$ cat src/rtl/ram_responder_if.sv
// ---------------------------------------------------------------------------
// ram_responder_if
//   Request/response bundle between the K&S processor (control unit and
//   datapath) and the memory responder.
//
//   Signals:
//     req    requester -> responder  request valid, held until ready
//     we     requester -> responder  1 = write, 0 = read
//     addr   requester -> responder  word address
//     wdata  requester -> responder  write data
//     rdata  responder -> requester  read data, held until the next read
//     ready  responder -> requester  one-cycle completion pulse
//     err    responder -> requester  out-of-range flag, pulses with ready
//     busy   responder -> requester  responder has a transaction in flight
//
//   Modports:
//     master  the processor side that issues requests
//     slave   the memory responder
// ---------------------------------------------------------------------------
interface ram_responder_if #(
  parameter int DATA_W = 16,
  parameter int ADDR_W = 5
);

  logic              req;
  logic              we;
  logic [ADDR_W-1:0] addr;
  logic [DATA_W-1:0] wdata;
  logic [DATA_W-1:0] rdata;
  logic              ready;
  logic              err;
  logic              busy;

  modport master (
    output req, we, addr, wdata,
    input  rdata, ready, err, busy
  );

  modport slave (
    input  req, we, addr, wdata,
    output rdata, ready, err, busy
  );

endinterface

$ cat src/rtl/ram_responder.sv
// ---------------------------------------------------------------------------
// ram_responder
//   Memory-side responder for the K&S processor RAM port. It takes one read
//   or write request at a time, waits LATENCY cycles, performs the access on
//   an internal word array and answers with a single-cycle ready pulse.
//   It stands in for the zero-wait RAM so that multi-cycle memory timing in
//   the control unit can be exercised.
//
//   Parameters:
//     DATA_W   word width in bits
//     ADDR_W   address width in bits
//     DEPTH    implemented words (1 .. 2**ADDR_W); higher addresses flag err
//     LATENCY  cycles from request capture to ready (1 .. 15)
//
//   Ports:
//     clk    single rising-edge clock
//     rst_n  asynchronous active-low reset (memory contents are kept)
//     bus    ram_responder_if.slave: req/we/addr/wdata in,
//            rdata/ready/err/busy out (all outputs registered)
// ---------------------------------------------------------------------------
module ram_responder #(
  parameter int DATA_W  = 16,
  parameter int ADDR_W  = 5,
  parameter int DEPTH   = 32,
  parameter int LATENCY = 2
) (
  input logic            clk,
  input logic            rst_n,
  ram_responder_if.slave bus
);

  typedef enum logic [1:0] {
    S_IDLE = 2'd0,
    S_WAIT = 2'd1,
    S_RESP = 2'd2
  } state_t;

  // One extra bit so DEPTH == 2**ADDR_W is still representable.
  localparam logic [ADDR_W:0] DEPTH_CMP = (ADDR_W+1)'(DEPTH);
  // WAIT lasts counter+1 cycles, so loading LATENCY-1 puts ready LATENCY
  // cycles after capture.
  localparam logic [3:0]      CNT_LOAD  = 4'(LATENCY - 1);

  state_t            r_state;
  logic [3:0]        r_count;
  logic              r_we;
  logic [ADDR_W-1:0] r_addr;
  logic [DATA_W-1:0] r_wdata;
  logic [DATA_W-1:0] r_rdata;
  logic              r_ready;
  logic              r_err;
  logic              r_busy;

  logic [DATA_W-1:0] r_mem [DEPTH];

  logic              w_inRange;

  assign w_inRange = ({1'b0, r_addr} < DEPTH_CMP);

  assign bus.rdata = r_rdata;
  assign bus.ready = r_ready;
  assign bus.err   = r_err;
  assign bus.busy  = r_busy;

  // Write port of the word array. It has no reset so contents survive
  // rst_n; an asynchronous reset drops the state to IDLE before any edge,
  // which is what keeps an aborted write from being committed.
  always_ff @(posedge clk) begin
    if (r_state == S_RESP && r_we && w_inRange) begin
      r_mem[r_addr] <= r_wdata;
    end
  end

  // Transaction FSM. Outputs are produced here as registers so nothing on
  // the bus outputs depends combinationally on the request inputs. Inputs
  // are only looked at in IDLE; WAIT and RESP work purely from the
  // captured copies, so a requester wiggling or dropping req mid-flight
  // cannot disturb or cancel the transaction.
  always_ff @(posedge clk or negedge rst_n) begin
    if (!rst_n) begin
      r_state <= S_IDLE;
      r_count <= '0;
      r_we    <= 1'b0;
      r_addr  <= '0;
      r_wdata <= '0;
      r_rdata <= '0;
      r_ready <= 1'b0;
      r_err   <= 1'b0;
      r_busy  <= 1'b0;
    end else begin
      case (r_state)
        S_IDLE: begin
          if (bus.req) begin
            r_we    <= bus.we;
            r_addr  <= bus.addr;
            r_wdata <= bus.wdata;
            r_count <= CNT_LOAD;
            r_busy  <= 1'b1;
            r_state <= S_WAIT;
          end
        end

        S_WAIT: begin
          if (r_count == 4'd0) begin
            // Read data is fetched on entry to RESP so it is stable for
            // the whole ready cycle; writes leave rdata untouched.
            r_ready <= 1'b1;
            r_err   <= ~w_inRange;
            if (!r_we) begin
              r_rdata <= w_inRange ? r_mem[r_addr] : '0;
            end
            r_state <= S_RESP;
          end else begin
            r_count <= r_count - 4'd1;
          end
        end

        S_RESP: begin
          // A req seen here is deliberately ignored; a held req is picked
          // up again from IDLE on the following edge.
          r_ready <= 1'b0;
          r_err   <= 1'b0;
          r_busy  <= 1'b0;
          r_state <= S_IDLE;
        end

        default: begin
          r_ready <= 1'b0;
          r_err   <= 1'b0;
          r_busy  <= 1'b0;
          r_state <= S_IDLE;
        end
      endcase
    end
  end

endmodule

$ cat src/flat_wrapper.sv
// flat-port wrapper written by rule: the top's interface ports become plain ports
module ram_responder_flat 
#(
  parameter int DATA_W  = 16,
  parameter int ADDR_W  = 5,
  parameter int DEPTH   = 32,
  parameter int LATENCY = 2
)
  (clk, rst_n, bus_req, bus_we, bus_addr, bus_wdata, bus_rdata, bus_ready, bus_err, bus_busy);
  ram_responder_if #(.DATA_W(DATA_W), .ADDR_W(ADDR_W)) bus_i ();
  input logic clk;
  input logic rst_n;
  input wire logic [$bits(bus_i.req)-1:0] bus_req;
  input wire logic [$bits(bus_i.we)-1:0] bus_we;
  input wire logic [$bits(bus_i.addr)-1:0] bus_addr;
  input wire logic [$bits(bus_i.wdata)-1:0] bus_wdata;
  output wire logic [$bits(bus_i.rdata)-1:0] bus_rdata;
  output wire logic [$bits(bus_i.ready)-1:0] bus_ready;
  output wire logic [$bits(bus_i.err)-1:0] bus_err;
  output wire logic [$bits(bus_i.busy)-1:0] bus_busy;
  assign bus_i.req = bus_req;
  assign bus_i.we = bus_we;
  assign bus_i.addr = bus_addr;
  assign bus_i.wdata = bus_wdata;
  assign bus_rdata = bus_i.rdata;
  assign bus_ready = bus_i.ready;
  assign bus_err = bus_i.err;
  assign bus_busy = bus_i.busy;
  ram_responder #(.DATA_W(DATA_W), .ADDR_W(ADDR_W), .DEPTH(DEPTH), .LATENCY(LATENCY)) u_core (.clk(clk), .rst_n(rst_n), .bus(bus_i));
endmodule
$ cat config.mk
export PLATFORM = sky130hd
export DESIGN_NAME = ram_responder_flat
export DESIGN_NICKNAME = d
export VERILOG_FILES = /design/src/rtl/ram_responder_if.sv /design/src/rtl/ram_responder.sv /design/src/flat_wrapper.sv
export SDC_FILE = /design/constraint.sdc
export NUM_CORES = 1
export LEC_CHECK = 0
export CAP_MARGIN = 20
export CORE_MARGIN = 1
export CORE_UTILIZATION = 55
export CTS_BUF_LIST = sky130_fd_sc_hd__clkbuf_8 sky130_fd_sc_hd__clkbuf_16
export CTS_CLUSTER_SIZE = 8
export DETAILED_ROUTE_END_ITERATION = 7
export HOLD_SLACK_MARGIN = 0.12
export PLACE_DENSITY = 0.77
export SKIP_LAST_GASP = 1
export SLEW_MARGIN = 20
export SYNTH_ARGS = -nofsm -noshare
export SYNTH_HDL_FRONTEND = slang
export SYNTH_SLANG_ARGS = --single-unit
export TNS_END_PERCENT = 1
$ cat constraint.sdc
create_clock -name clk -period 5 [get_ports clk]
set_input_delay 1.5 -clock clk [delete_from_list [all_inputs] [get_ports clk]]
set_output_delay 1.5 -clock clk [all_outputs]
set_load 0.01 [all_outputs]
=== Yosys cells after proc, flatten, opt, wreduce, memory -nomap -nowiden ===
Memories as Yosys holds them, arrays and structs flattened. A register that Yosys moved wholly into a read port is not among the register bits.
Cells that the tools add are included.

* Bits in registers: 31
* Latch bits: 0
* RAM bits: 512
* Memory bits (read-only): 0
* Input bits: 25
* Output and inout port bits: 19
* Memories: 1

* Add/subtract/negate cells: 1
* $mul: 0
* Div/mod/pow operators: 0
* Magnitude comparators: 0
* Equal/unequal tests: 5
* Shift operators: 0
* Mux-type cells: 14
* Bitwise logic cells: 3
* Reductions and logical operators: 11

{| class="wikitable"
|+ Memories
! memory !! depth !! width !! rd ports !! clocked after Yosys merged registers in !! write ports !! line !! RTL
|-
| u_core.r_mem || 32 || 16 || 1 || 1 || 1 || ram_responder.sv:54 || <nowiki>logic [DATA_W-1:0] r_mem [DEPTH];</nowiki>
|}

{| class="wikitable"
|+ Operators with widths
! kind !! count
|-
| 2-to-1 mux 4 bit || 2
|-
| case mux 4 bit (2 select lines) || 1
|-
| AND reduction 2 bit || 4
|-
| case mux 1 bit (2 select lines) || 3
|-
| AND reduction 3 bit || 2
|-
| 2-to-1 mux 1 bit || 5
|-
| logical NOT 4 bit || 1
|-
| 2-to-1 mux 2 bit || 2
|-
| != test 2 bit (second input constant) || 2
|-
| case mux 2 bit (2 select lines) || 1
|-
| subtractor 4 x 1 -> 4 bit (second input constant) || 1
|-
| inverter 1 bit || 3
|-
| == test 2 x 1 -> 1 bit (second input constant) || 1
|-
| == test 2 bit (second input constant) || 1
|-
| logical NOT 2 bit || 1
|-
| != test 2 x 1 -> 1 bit (second input constant) || 1
|-
| nonzero test 2 bit || 1
|-
| logical AND 1 bit || 1
|-
| logical NOT 1 bit || 1
|}

=== Logic depth before layout (Yosys ltp) ===
* Word-level depth: 4
* Gate-level depth with buffers: 9
* Depth with buffers taken out: 7

=== Worst setup path before layout ===
No wires, ideal clock.

* Path kind: register to register
* Start point: register u_core.r_addr[0]
* End point: memory u_core.r_mem[10][0] (enable)
* Data arrival time: 2456 ps
* Required time: 4591 ps
* Path slack: 2135 ps
* Stages on the path, launching flop included: 8
* Path buffers: 4
* Path through: dfrtp_1 > buf_4 > buf_6 > buf_6 > buf_4 > nor2_1 > nand2_1 > nor3_1

{| class="wikitable"
|+ RTL lines
! item !! line !! RTL
|-
| from (decl) || ram_responder.sv:47 || <nowiki>logic [ADDR_W-1:0] r_addr;</nowiki>
|-
| from (signal assigned) || ram_responder.sv:95 || <nowiki>r_addr <= bus.addr;</nowiki>
|-
| to (decl) || ram_responder.sv:54 ||
|}

Straight into the memory's write port.

==> metrics.txt <==
status completed; WP buf/inv 1; Finished Core Util 64.6%; net switching power 0.00449 W; critical path capture point type flip-flop; Slowest-stage cell, CP dfrtp_4; Max Slew Vio Count 0; PnR Total Power 0.0149 W; Post-Synth XOR/XNOR Area 0.0806%; setup TNS 0 ns; Rel. slew slack 19.6%; count of cell types in the netlist 53; total gr overflow 0; post-synthesis compound-gate area fraction 3.13%; RR Endpoint u_core.bus.rdata[15]$_DFFE_PN0P_; CTS tree done; first-pass GRT wire length 74000 um; PwrDens 595 mW/mm^2; most frequent cells in the layout edfxtp_1, mux2i_1, clkbuf_16; Switching Fraction 30.1%; Die Wd 201 um; Largest stage delay, worst path 0.97 ns; Critical Path End u_core.bus.rdata[15]$_DFFE_PN0P_; CTS buffer count 79; Mapped Cells 1107; Worst Path Required 5.46 ns; # rows 72; Reg clk slew, reported paths 0.05 ns; Yosys warning count 0; CP max FO 56; initial antenna violation count 1; H-tree levels 3; worst-path cell chain buf_4 > mux2_1 > a211oi_1 > nand4_1 > o22a_1; Synth Area in Adders 0.0576%; via count 11500; Vias per Instance 6.38; GPL Wtd Cong 0.854; DRC errors left 0; Comb power frac 20.9%; period utilisation layout 64.6%; power share of the clock group 32.1%; top_reg_cell synth edfxtp_1; Post-Syn Area 0.0217 mm^2; Syn Area/Cell 19.6 um^2; Ant. Diodes 0; largest net degree at the start of global routing 78; Buffers on Ports 42; CP Class reg -> reg; Synth Area in Simple Gates 3.69%; placed insts 1652; post-CTS repair timing setup buffer count 0; drt pass-1 iters 5; CP startpoint u_core.r_addr[1]$_DFFE_PN0P_; Core ar. 0.0388 mm^2; Synthesized Nets 1133; die area 0.0403 mm^2; CTS Hold Bufs 0; Initial Util 55.9%; Fin Clk Skew 0.0248 ns; internal power 0.0104 W; WL/cell 27.5 um; CTS root buf clkbuf_16; CTS Buffer Depth 3; R2R Setup Slk 1.77 ns; sequential share of power 47.1%; hold depth 1; Seq/Total Area, Yosys 76.1%; fmax 310 MHz; fraction of registers with async set/reset 8.24%; HP Class reg -> reg; number of global-route vias before repair 11600; Setup violations, final 0; clock latency on the worst-skew pair 0.58 ns; Yosys reg bits 558; CP startpoint kind flip-flop; share of layout cells above drive strength 1 20.3%; reg2reg start u_core.r_addr[1]$_DFFE_PN0P_; R2R cell count 5; post-route insts no fill 1797; Ports 44; most common cell after layout, fill and taps aside edfxtp_1; Synth-to-Final Area Change 15.4%; Final Hold Violating Endpoints 0; Die Span Y 201 um; Max IR drop VDD 0.518 mV; antenna violation net count after detailed routing 0; Post-Route WL 49500 um; mux cell area share after synthesis 14.9%; post_cts resized 0; GR Util All Layers 25.1%; CP top delay family flip-flops; min-delay src u_core.bus.busy$_DFFE_PN0P_; min cycle time layout 3.23 ns; clock sinks 558; max_cap viols 0; largest family of logic cells by synthesized area multiplexers; RSZ-0062 raised after global routing no; Worst-Margin Slew 1.21 ns; number of flops mapped to enable cells by yosys 512; Final HPWL DP 28100 um; critical path depth 5; Worst EP arrival 3.69 ns; Final #Nets 1241; Static Leakage 8.60 nW; DRT iter0 DRCs 1498
-- kinds of logic after synthesis --
logic type | Yosys count
AOI/OAI and AO/OA | 94
xor gates and xnor gates | 2
adders and majority gates | 1
buffers and inverters | 64
DFF | 558
muxes | 228
other | 1
and+or+nand+nor | 159
-- per-layer routing --
metal / GRT usage, % / wire length, um
met3: 4.76 / 4680
met4: 9.08 / 1410
met5: 0 / 0
met1: 35.4 / 19200
met2: 39.6 / 24200
-- power by group through the flow --
stage | clock network [W] | registers [W] | logic, W
3_5_place_dp | 0 | 0.00708 | 0.00307
6_report | 0.00478 | 0.00702 | 0.00311
3_3_place_gp | 0 | 0.00702 | 0.00301
2_1_floorplan | 0 | 0.00648 | 0.00252
5_1_grt | 0.00504 | 0.00709 | 0.00328
4_1_cts | 0.00482 | 0.00700 | 0.00311
-- cells in the mapped netlist (3+ instances only) --
library cell    n  area, um^2
o22a_1         10        87.6
clkbuf_1        9        33.8
buf_2          18        90.1
nand2_1        25        93.8
nor4_1          5        31.3
nor2_1         61         229
mux4_2         73        1640
buf_6          16         180
edfxtp_1      512       15400
mux2_2         30         338
nand4_1         8        50.1
o22ai_1        50         313
inv_1           5        18.8
a31oi_1         4        25.0
nand4b_1        3        26.3
nand4bb_1       3        33.8
o21ai_0         6        30.0
nor2b_1         6        37.5
buf_4          16         120
mux2i_1       124        1240
dfrtp_1        46        1150
nand3_1        20         100
nand2b_1        6        37.5
nor3_1          6        30.0
-- sequential cells by signal, summed over array words and instances (netlist names) --
register	count
u_core.r_addr	5
u_core.bus.ready	1
u_core.r_count	4
u_core.r_mem	512
u_core.r_we	1
u_core.bus.busy	1
u_core.bus.rdata	16
u_core.r_state	2
u_core.r_wdata	16
-- area by class of cell --
cell class              instances  area, um^2
multi-input cells             485        4780
repair buffers                 86         771
clock buffers                  82        2050
fillers                      2446       13800
well taps                     518         648
flip-flops and latches        558       16500
clock inverters                63         259
inverters                       5        18.8
-- stage by stage --
step                      worst slack (ns)  hold slack, ns  instance area [um^2]
after floorplan                       2.13           0.463                 21700
after global placement                1.83           0.475                 22800
after detailed placement              1.79           0.472                 22800
after CTS                             1.78           0.483                 25100
after global routing                  1.61           0.506                 25100
final                                 1.77           0.478                 25100
-- worst min path at each step --
| stage | to | slack (ns) |
|---|---|---|
| 2_1_floorplan | u_core.r_count[0]$_DFFE_PN0P_ | 0.46 |
| 3_3_place_gp | u_core.bus.busy$_DFFE_PN0P_ | 0.48 |
| 3_5_place_dp | u_core.bus.busy$_DFFE_PN0P_ | 0.47 |
| 4_1_cts | u_core.bus.busy$_DFFE_PN0P_ | 0.48 |
| 5_1_grt | u_core.bus.busy$_DFFE_PN0P_ | 0.51 |
| 6_report | u_core.bus.busy$_DFFE_PN0P_ | 0.48 |
(Power assumes the default switching activity.)
